### src/rtl/sdram_host_queue.sv
`default_nettype none
// +--------------------------------------------------------------------------+
// | Module      : sdram_host_queue                                           |
// | Description : Host request FIFO in front of sdram_controller. Issues one |
// |               request at a time on the controller interface, gated by    |
// |               ctrl_busy. Read data goes back through a valid/ready       |
// |               response register, in request order.                       |
// |               Optional read timeout: define SDRAM_HQ_TIMEOUT_EN.         |
// | Revision    : 1.0 - initial release                                      |
// +--------------------------------------------------------------------------+
module sdram_host_queue #(
    parameter int DEPTH      = 4,
    parameter int ADDR_W     = 24,
    parameter int DATA_W     = 16,
    parameter int RD_TIMEOUT = 64
) (
    input  logic              clk,
    input  logic              rst,
    input  logic              req_valid,
    output logic              req_ready,
    input  logic              req_write,
    input  logic [ADDR_W-1:0] req_addr,
    input  logic [DATA_W-1:0] req_wdata,
    output logic              rsp_valid,
    input  logic              rsp_ready,
    output logic [DATA_W-1:0] rsp_rdata,
    output logic              rsp_err,
    output logic [ADDR_W-1:0] ctrl_addr,
    output logic [DATA_W-1:0] ctrl_wdata,
    output logic              ctrl_wr_enable,
    output logic              ctrl_rd_enable,
    input  logic              ctrl_busy,
    input  logic [DATA_W-1:0] ctrl_rd_data,
    input  logic              ctrl_rd_ready
);

    localparam int c_PTR_W = $clog2(DEPTH);
    localparam int c_CNT_W = c_PTR_W + 1;
    localparam int c_ENT_W = 1 + ADDR_W + DATA_W;

    localparam logic [1:0] c_ST_IDLE    = 2'd0;
    localparam logic [1:0] c_ST_ISSUE   = 2'd1;
    localparam logic [1:0] c_ST_RD_WAIT = 2'd2;
    localparam logic [1:0] c_ST_BUSY_W  = 2'd3;

    // FIFO storage and bookkeeping; each entry is {write, addr, wdata}
    logic [c_ENT_W-1:0] r_mem [DEPTH];
    logic [c_PTR_W-1:0] r_wr_ptr;
    logic [c_PTR_W-1:0] r_rd_ptr;
    logic [c_CNT_W-1:0] r_count;

    // Controller-side sequencing and response register
    logic [1:0]         r_state;
    logic               r_op_write;
    logic               r_wr_en;
    logic               r_rd_en;
    logic [ADDR_W-1:0]  r_addr;
    logic [DATA_W-1:0]  r_wdata;
    logic               r_rsp_valid;
    logic [DATA_W-1:0]  r_rsp_rdata;

    logic               w_full;
    logic               w_empty;
    logic               w_push;
    logic               w_pop;
    logic               w_head_write;
    logic [ADDR_W-1:0]  w_head_addr;
    logic [DATA_W-1:0]  w_head_wdata;

`ifdef SDRAM_HQ_TIMEOUT_EN
    localparam int c_TO_W = $clog2(RD_TIMEOUT + 1);
    logic [c_TO_W-1:0]  r_timer;
    logic               r_rsp_err;
`endif

    assign w_full    = (r_count == c_CNT_W'(DEPTH));
    assign w_empty   = (r_count == '0);
    assign req_ready = ~w_full;
    assign w_push    = req_valid & ~w_full;

    assign {w_head_write, w_head_addr, w_head_wdata} = r_mem[r_rd_ptr];

    // A read may only leave the queue when its response has somewhere to land;
    // writes never produce a response and are not held back by it.
    assign w_pop = (r_state == c_ST_IDLE) & ~w_empty & ~ctrl_busy &
                   (w_head_write | ~r_rsp_valid);

    assign ctrl_addr      = r_addr;
    assign ctrl_wdata     = r_wdata;
    assign ctrl_wr_enable = r_wr_en;
    assign ctrl_rd_enable = r_rd_en;
    assign rsp_valid      = r_rsp_valid;
    assign rsp_rdata      = r_rsp_rdata;

`ifdef SDRAM_HQ_TIMEOUT_EN
    assign rsp_err = r_rsp_err;
`else
    assign rsp_err = 1'b0;
`endif

    // FIFO payload write; storage needs no reset because the count gates reads
    always_ff @(posedge clk) begin
        if (w_push) begin
            r_mem[r_wr_ptr] <= {req_write, req_addr, req_wdata};
        end
    end

    // FIFO pointers and occupancy; simultaneous push/pop leaves the count alone
    always_ff @(posedge clk or posedge rst) begin
        if (rst) begin
            r_wr_ptr <= '0;
            r_rd_ptr <= '0;
            r_count  <= '0;
        end else begin
            if (w_push) begin
                r_wr_ptr <= r_wr_ptr + c_PTR_W'(1);
            end
            if (w_pop) begin
                r_rd_ptr <= r_rd_ptr + c_PTR_W'(1);
            end
            case ({w_push, w_pop})
                2'b10:   r_count <= r_count + c_CNT_W'(1);
                2'b01:   r_count <= r_count - c_CNT_W'(1);
                default: r_count <= r_count;
            endcase
        end
    end

    // Issue FSM with registered controller outputs and response register
    always_ff @(posedge clk or posedge rst) begin
        if (rst) begin
            r_state     <= c_ST_IDLE;
            r_op_write  <= 1'b0;
            r_wr_en     <= 1'b0;
            r_rd_en     <= 1'b0;
            r_addr      <= '0;
            r_wdata     <= '0;
            r_rsp_valid <= 1'b0;
            r_rsp_rdata <= '0;
`ifdef SDRAM_HQ_TIMEOUT_EN
            r_timer     <= '0;
            r_rsp_err   <= 1'b0;
`endif
        end else begin
            // Host handshake retires the response; a new one can only be
            // loaded in RD_WAIT, which is unreachable while one is pending.
            if (r_rsp_valid && rsp_ready) begin
                r_rsp_valid <= 1'b0;
`ifdef SDRAM_HQ_TIMEOUT_EN
                r_rsp_err   <= 1'b0;
`endif
            end

            case (r_state)
                c_ST_IDLE: begin
                    if (w_pop) begin
                        r_addr     <= w_head_addr;
                        r_wdata    <= w_head_wdata;
                        r_op_write <= w_head_write;
                        r_wr_en    <= w_head_write;
                        r_rd_en    <= ~w_head_write;
                        r_state    <= c_ST_ISSUE;
                    end
                end

                c_ST_ISSUE: begin
                    // Controller has taken the command once it reports busy
                    if (ctrl_busy) begin
                        r_wr_en <= 1'b0;
                        r_rd_en <= 1'b0;
                        r_state <= r_op_write ? c_ST_BUSY_W : c_ST_RD_WAIT;
`ifdef SDRAM_HQ_TIMEOUT_EN
                        r_timer <= '0;
`endif
                    end
                end

                c_ST_RD_WAIT: begin
                    if (ctrl_rd_ready) begin
                        r_rsp_rdata <= ctrl_rd_data;
                        r_rsp_valid <= 1'b1;
`ifdef SDRAM_HQ_TIMEOUT_EN
                        r_rsp_err   <= 1'b0;
`endif
                        r_state     <= ctrl_busy ? c_ST_BUSY_W : c_ST_IDLE;
                    end
`ifdef SDRAM_HQ_TIMEOUT_EN
                    else if (r_timer == c_TO_W'(RD_TIMEOUT - 1)) begin
                        r_rsp_rdata <= '0;
                        r_rsp_valid <= 1'b1;
                        r_rsp_err   <= 1'b1;
                        r_state     <= c_ST_BUSY_W;
                    end else begin
                        r_timer <= r_timer + c_TO_W'(1);
                    end
`endif
                end

                c_ST_BUSY_W: begin
                    if (!ctrl_busy) begin
                        r_state <= c_ST_IDLE;
                    end
                end

                default: begin
                    r_state <= c_ST_IDLE;
                end
            endcase
        end
    end

endmodule
`default_nettype wire
### config.mk
export PLATFORM = sky130hd
export DESIGN_NAME = sdram_host_queue
export DESIGN_NICKNAME = d
export VERILOG_FILES = /design/src/rtl/sdram_host_queue.sv
export SDC_FILE = /design/constraint.sdc
export NUM_CORES = 1
export LEC_CHECK = 0
export BUFFER_PORTS_ARGS = -buffer_cell sky130_fd_sc_hd__buf_4
export CAP_MARGIN = 20
export CORE_UTILIZATION = 60
export DETAILED_ROUTE_END_ITERATION = 8
export HOLD_SLACK_MARGIN = 0.03
export PLACE_DENSITY = 0.91
export REMOVE_ABC_BUFFERS = 1
export SLEW_MARGIN = 20
export SYNTH_ARGS = -nofsm -noshare
export SYNTH_HDL_FRONTEND = slang
export SYNTH_SLANG_ARGS = --single-unit
### constraint.sdc
create_clock -name clk -period 3.8 [get_ports clk]
set_input_delay 0.57 -clock clk [delete_from_list [all_inputs] [get_ports clk]]
set_output_delay 0.57 -clock clk [all_outputs]
set_load 0.02 [all_outputs]
==> results.sh, run 1 <==
export IMPL_unrepaired_setup_endpoints_after_global_routing="no"
export IMPL_post_synth_fa_ha_maj_area_fraction_pct=0.9481
export IMPL_detail_route_wl_per_cell_um=21.54
export IMPL_drcViolationCount=0
export IMPL_drt_iter0_markers=258
export IMPL_postcts_resize_cnt=0
export IMPL_place_worst_setup_slack_ns=1.328
export IMPL_postSynthAreaPerCell_um2=21.51
export IMPL_met2_usage_pct=38.34
export IMPL_clock_sink_count=233
export IMPL_number_of_global_route_vias_before_repair=4523
export IMPL_outcome="finished, final reports clean"
export IMPL_synth_cells=405
export IMPL_ys_flop_type="edfxtp_1"
export IMPL_startpoint_type="flop"
export IMPL_hold_class="primary input to asynchronous set/reset pin"
export IMPL_synthTopCellsByArea="edfxtp_1 57%, dfrtp_1 20%, mux4_2 11%, mux2_1 3.9%, mux2_2 3.6%"
export IMPL_critical_path_arrival_ns=2.73
export IMPL_pin_count=124
export IMPL_layout_area_seq_um2=6656
export IMPL_synth_top_family_by_area="multiplexers"
export IMPL_vias=4285
export IMPL_vdd_drop_max_v=0.0005805
export IMPL_slowest_delay_ns=0.47
export IMPL_multiInputGateArea_um2=1923
export IMPL_postSynthRegisterBits=233
export IMPL_numCtsBuffers=23
export IMPL_cpLargestDelayFamily="simple AND/OR/NAND/NOR gates"
export IMPL_syn_cell_area_um2=8710
export IMPL_asyncSetResetFlopFracSynth_pct=29.61
export IMPL_routed_via_density=5.806
export IMPL_layout_worst_path_cycle_share_pct=60.39
export IMPL_final_setup_worst_slack_ns=1.505
export IMPL_timing_setup_critical_path_class="flop to flop"
export IMPL_rows=43
export IMPL_synth_top_area_share_pct=56.54
export IMPL_fmaxAchievable_mhz=435.8
export IMPL_crit_start="r_state[1]"
export IMPL_synthDominantAreaCellType="edfxtp_1"
export IMPL_worstReg2RegStart="r_state[1]"
export IMPL_io_buffers=122
export IMPL_antennaDiodeCount=0
export IMPL_fillCellCount=770
export IMPL_synth_warnings=0
export IMPL_max_cap_viol_count=0
export IMPL_die_h_um=122.5
export IMPL_start_util_pct=62.02
export IMPL_post_synth_xor_area_fraction_pct=0.6034
export IMPL_gr_max_usage_layer="met2"
export IMPL_worst_skew_pair_late_latency_ns=0.51
export IMPL_die_width_um=122.5
export IMPL_power_density_nw_per_um2=836.5
export IMPL_grtUsageMet3_pct=5.065
export IMPL_finClkSkew_ns=0.007535
export IMPL_worst_path_buf_inv=2
export IMPL_detail_route_first_pass_iterations=4
export IMPL_critical_path_cell_list="nor3_1, o211ai_4, inv_1, ha_1, inv_1, fa_1, xor2_1, nor2_1, xor2_1"
export IMPL_maxSlewHeadroom_pct=41.33
export IMPL_crit_required_ns=4.23
export IMPL_fp_dieArea_um2=15000
export IMPL_postRouteAntennaNets=0
export IMPL_cts_tree="done"
export IMPL_synth_simple_area_share_pct=1.077
export IMPL_first_pass_grt_wire_length_um=24160
export IMPL_core_um2=14040
export IMPL_worst_slew_pin_transition_ns=0.8801
export IMPL_final_net_count=610
export IMPL_report_final_hold_viol_count=0
export IMPL_hpwlAfterDp_um=9310
export IMPL_cpMaxStageDelayCell="nor3_1"
export IMPL_static_leakage_power_nw=4.025
export IMPL_portion_of_netlist_area_occupied_by_mux_cells_pct=18.45
export IMPL_critPathCaptureType="flop"
export IMPL_htree_levels=1
export IMPL_synthToLayoutAreaGrowth_pct=21.33
export IMPL_gr_usage_met1_pct=27.47
export IMPL_path_clk_slew_ns=0.06
export IMPL_cts_setup_buffers=0
export IMPL_finalSetupViolCount=0
export IMPL_post_route_cells_drive_above_1_share_pct=42.11
export IMPL_cts_root_to_sink_buffers=3
export IMPL_period_minus_slack_ns=2.295
export IMPL_totalPowerFinal_mw=8.840
export IMPL_synth_compound_area_share_pct=0.7758
export IMPL_global_route_overflow_total=0
export IMPL_antenna_violations_before_repair=0
export IMPL_cts_hold_buf=0
export IMPL_synth_edf_count=164
export IMPL_synth_sequential_area_ratio_pct=76.37
export IMPL_detail_route_wirelength_um=15900
export IMPL_synth_cell_type_count=30
export IMPL_cell_chosen_for_the_clock_root="clkbuf_16"
export IMPL_critical_path_max_fanout=6
export IMPL_all_layer_global_routing_usage_pct=22.02
export IMPL_finalMaxSlewViolations=0
export IMPL_gpl_final_weighted_congestion=0.7556
export IMPL_pin_count_of_the_biggest_net_entering_global_routing=46
## cells by family after synthesis
| logic type | after synthesis |
|---|---|
| multiplexers | 102 |
| XOR/XNOR | 6 |
| AND/OR/NAND/NOR | 19 |
| adder cells (fa/ha/maj) | 6 |
| AO/OA/AOI/OAI | 9 |
| flip-flops | 233 |
| buffers and inverters | 29 |
| other | 1 |
## worst register-to-register path: stages, from the launching register on
cell and delay, ns:
dfrtp_1 0.44, nor3_1 0.47, o211ai_4 0.14, inv_1 0.08, ha_1 0.19, inv_1 0.08
fa_1 0.38, xor2_1 0.16, nor2_1 0.13, xor2_1 0.17
## power by group
part | switching, mW | leakage (nW) | internal (mW)
sequential | 0.332 | 2.32 | 3.51
combinational | 1.44 | 1.34 | 1.32
clock | 0.911 | 0.366 | 1.33
total | 2.68 | 4.03 | 6.15
## layout by cell type (no fill, tap or decap), drive strengths merged, types with 5 or more instances in the layout
| cell type | instances |
|---|---|
| edfxtp | 164 |
| buf | 127 |
| dfrtp | 69 |
| mux2 | 58 |
| mux4 | 41 |
| clkbuf | 29 |
| inv | 13 |
| clkinv | 10 |
| nor2 | 6 |
| ha | 5 |
## flip-flops by register name, indices dropped and copies added, names as in the netlist
register	flops
r_op_write	1
ctrl_addr	24
r_count	3
r_wr_ptr	2
ctrl_wr_enable	1
rsp_valid	1
r_rd_ptr	2
ctrl_wdata	16
rsp_rdata	16
r_mem	164
r_state	2
ctrl_rd_enable	1
## stage by stage
step                setup TNS [ns]  cells  util, %  area (um2)  hold WS [ns]
finish                           0    738    75.26       10570        0.1869
global route                     0    738    75.26       10570        0.2362
CTS                              0    738    75.18       10560        0.2170
detailed placement               0    696    69.86        9809        0.4858
global placement                 0    695    69.71        9789        0.4673
floorplan                   -4.156    389        -        8607        0.4510
## synthesized netlist by cell type (2+ instances only)
cell / count
buf_1: 3
nor3_1: 2
dfrtp_1: 69
mux2_1: 30
mux2i_1: 3
xnor2_1: 4
buf_6: 5
mux4_2: 41
xor2_1: 2
ha_1: 5
and3_1: 4
o21ai_0: 4
o22ai_1: 2
mux2_2: 28
edfxtp_1: 164
nand2_1: 3
nor2_1: 6
inv_1: 13
clkbuf_1: 6
## cell type report
class | count | share of cell area [%]
Clock inverter | 13 | 1.409
Inverter | 13 | 0.4736
Clock buffer | 29 | 5.660
Sequential cell | 233 | 62.99
Multi-Input combinational cell | 143 | 18.20
Tap cell | 180 | 2.131
Timing Repair Buffer | 127 | 9.140
## final timing paths
kind | to | slack [ns] | cells past startpoint
max in group asynchronous | rsp_rdata[0] | 2.71 | 3
hold / removal | ctrl_addr[9] | 0.19 | 2
setup reg to reg | r_count[2] | 1.51 | 9
hold reg to reg | ctrl_wdata[9] | 0.49 | 1
min in group clk | rsp_valid | 0.24 | 2
setup / recovery | r_count[2] | 1.51 | 9
## layer usage
metal / wire [um] / up-vias / part of all wire [%]
li1: - / 1862 / -
met1: 6279 / 2223 / 39
met2: 8206 / 163 / 52
met3: 972 / 37 / 6.1
met4: 439 / 0 / 2.8
met5: 0 / - / 0
No activity file was read; power rests on OpenSTA's default activity.
==> run 2: changes to the inputs <==
--- a/config.mk
+++ b/config.mk
@@ -7,10 +7,10 @@
 export LEC_CHECK = 0
 export BUFFER_PORTS_ARGS = -buffer_cell sky130_fd_sc_hd__buf_4
 export CAP_MARGIN = 20
-export CORE_UTILIZATION = 60
+export CORE_UTILIZATION = 51
 export DETAILED_ROUTE_END_ITERATION = 8
 export HOLD_SLACK_MARGIN = 0.03
-export PLACE_DENSITY = 0.91
+export PLACE_DENSITY = 0.83
 export REMOVE_ABC_BUFFERS = 1
 export SLEW_MARGIN = 20
 export SYNTH_ARGS = -nofsm -noshare
==> constraint.sdc (replaced) <==
create_clock -name clk -period 2.1 [get_ports clk]
set_input_delay 0.315 -clock clk [delete_from_list [all_inputs] [get_ports clk]]
set_output_delay 0.315 -clock clk [all_outputs]
set_load 0.02 [all_outputs]
==> run 2 against run 1 <==
  * Sequential power is 81% higher
  * Total power is 84% higher
  * Design area up 6.3%
  * Count of clock-buffer cells in the layout rose by 9
  * Core utilization is 7.8 points lower
  * Clock skew shrank 0.00068 ns
  * Register-to-register slack lost 1.5 ns
  * Critical path type unchanged
  * Highest routed layer unchanged
==> results.sh, run 2 (synthesis gave the netlist of run 1 again) <==
export IMPL_first_pass_grt_wire_length_um=26590
export IMPL_pin_count=124
export IMPL_layout_worst_path_cycle_share_pct=98.64
export IMPL_critPathCaptureType="flop"
export IMPL_worstReg2RegStart="r_rd_ptr[0]"
export IMPL_numCtsBuffers=24
export IMPL_crit_required_ns=2.52
export IMPL_cpLargestDelayFamily="multiplexers"
export IMPL_layout_common_cells="164 x edfxtp_1, 139 x buf_4, 67 x dfrtp_1"
export IMPL_post_route_cells_drive_above_1_share_pct=41.06
export IMPL_post_dp_cell_area_um2=10010
export IMPL_startpoint_type="flop"
export IMPL_critical_path_cell_list="mux4_2, o211ai_4, inv_1, ha_2, inv_2, fa_1, mux2i_1"
export IMPL_worst_slew_pin_transition_ns=0.6237
export IMPL_hold_class="primary input to flop"
export IMPL_path_clk_slew_ns=0.06
export IMPL_cts_tree="done"
export IMPL_antennaDiodeCount=0
export IMPL_detail_route_first_pass_iterations=4
export IMPL_synthToLayoutAreaGrowth_pct=28.95
export IMPL_io_buffers=122
export IMPL_detailroute_wirelength_met3_um=858
export IMPL_maxSlewHeadroom_pct=58.42
export IMPL_fmaxAchievable_mhz=482.7
export IMPL_fin_setup_tns_ns=0
export IMPL_layout_area_seq_um2=6656
export IMPL_critical_path_arrival_ns=2.49
export IMPL_htree_levels=1
export IMPL_critical_path_max_fanout=2
export IMPL_max_cap_viol_count=0
export IMPL_dp_cells=751
export IMPL_core_um2=16640
export IMPL_m1_wl_um=6769
export IMPL_drt_iter0_markers=275
export IMPL_fillCellCount=1080
export IMPL_rows=47
export IMPL_final_net_count=672
export IMPL_vdd_drop_max_v=0.001045
export IMPL_wl_met2_um=8700
export IMPL_cts_root_to_sink_buffers=3
export IMPL_finClkSkew_ns=0.006858
export IMPL_die_h_um=132.7
export IMPL_critical_path_endpoint="r_count[1]"
export IMPL_vias=4517
export IMPL_period_minus_slack_ns=2.072
export IMPL_start_util_pct=52.33
export IMPL_finish_instance_area_um2=11230
export IMPL_crit_start="r_rd_ptr[0]"
export IMPL_postRouteAntennaNets=0
export IMPL_finalSetupViolCount=0
export IMPL_pin_count_of_the_biggest_net_entering_global_routing=42
export IMPL_gpl_final_weighted_congestion=0.7853
export IMPL_finalMaxSlewViolations=0
export IMPL_outcome="finished, final reports clean"
export IMPL_path_depth=7
export IMPL_detail_route_wirelength_um=16780
export IMPL_report_final_hold_viol_count=0
export IMPL_detail_route_wl_per_cell_um=19.95
export IMPL_die_width_um=132.7
export IMPL_worst_r2r_setup_slack_ns=0.03
export IMPL_r2r_end="r_count[1]"
export IMPL_layout_core_utilization_pct=67.48
export IMPL_drcViolationCount=0
export IMPL_layout_cells_non_filler=841
export IMPL_layout_cells_most_common="edfxtp_1"
export IMPL_global_route_overflow_total=0
export IMPL_slowest_delay_ns=0.54
export IMPL_cell_depth_of_the_worst_flop_to_flop_path=7
export IMPL_unrepaired_setup_endpoints_after_global_routing="yes"
export IMPL_hpwlAfterDp_um=10560
export IMPL_timing_setup_critical_path_class="flop to flop"
export IMPL_static_leakage_power_nw=4.306
export IMPL_worst_skew_pair_late_latency_ns=0.51
export IMPL_cpMaxStageDelayCell="mux4_2"
export IMPL_number_of_global_route_vias_before_repair=4978
export IMPL_all_layer_global_routing_usage_pct=19.86
export IMPL_routed_via_density=5.371
export IMPL_worst_path_buf_inv=2
export IMPL_power_density_nw_per_um2=1447
export IMPL_cell_chosen_for_the_clock_root="clkbuf_16"
export IMPL_largest_register="r_mem"
export IMPL_antenna_violations_before_repair=0
export IMPL_multiInputGateArea_um2=1914
export IMPL_fp_dieArea_um2=17600
export IMPL_largest_register_ff_count=164
export IMPL_clock_sink_count=233
export IMPL_top_signal_layer_used="met4"
run 2: cell types whose count changed in the layout (fill, tap and decap cells not counted), sizes merged:
cell | before | now
buf | 127 | 145
bufinv | 3 | 1
clkbuf | 29 | 38
clkinv | 10 | 5
clkinvlp | 0 | 1
dlygate4sd3 | 0 | 43
inv | 13 | 12
run 2: worst register-to-register path, stage by stage, from the launching register on:
cell and delay [ns]:
dfrtp_4 0.41, mux4_2 0.54, o211ai_4 0.19, inv_1 0.07, ha_2 0.18, inv_2 0.05, fa_1 0.40, mux2i_1 0.16
run 2: final cells by class:
cell class              instances  share of cell area (%)
inverters                      13                  0.4456
clock inverters                 6                  0.4902
multi-input cells             143                   17.05
repair buffers                188                   14.12
well taps                     220                   2.451
flip-flops and latches        233                   59.27
clock buffers                  38                   6.183
run 2: routing by layer:
metal,global-route usage (%),vias up
li1,-,1989
met1,25.62,2319
met2,34.50,167
met4,5.364,0
met5,0,-
met3,4.061,42
run 2: through the flow:
step	setup WS [ns]	hold slack (ns)	total power, mW
floorplan	-2.270	0.4114	10.12
global placement	0.006459	0.2896	12.01
detailed placement	-0.04680	0.3025	12.29
CTS	-0.05686	0.03303	16.39
global route	-0.08398	0.03222	17.01
finish	0.02846	0.04485	16.25
run 2: power by group:
part	switching (mW)	internal, mW	leakage, nW
registers	0.601	6.35	2.32
logic	2.69	2.61	1.62
clock network	1.62	2.38	0.361
run 2: what timing repair did:
item | 4_1_cts | 5_1_grt
gates resized for setup | 2 | 5
hold buffers | 43 | 0
setup endpoints to repair | 32 | 23
buffers inserted | 2 | 1
pin swaps | 1 | 1
hold endpoints to repair | 180 | 0
run 2: worst min path at each step:
stage | start | depth (start not counted) | slack (ns) | to
3_3_place_gp | rst | 2 | 0.29 | ctrl_addr[23]
4_1_cts | ctrl_rd_data[5] | 2 | 0.03 | rsp_rdata[5]
6_report | ctrl_rd_data[5] | 2 | 0.04 | rsp_rdata[5]
2_1_floorplan | rsp_ready | 1 | 0.41 | rsp_valid
5_1_grt | ctrl_rd_data[6] | 2 | 0.03 | rsp_rdata[6]
3_5_place_dp | rst | 2 | 0.30 | ctrl_addr[23]
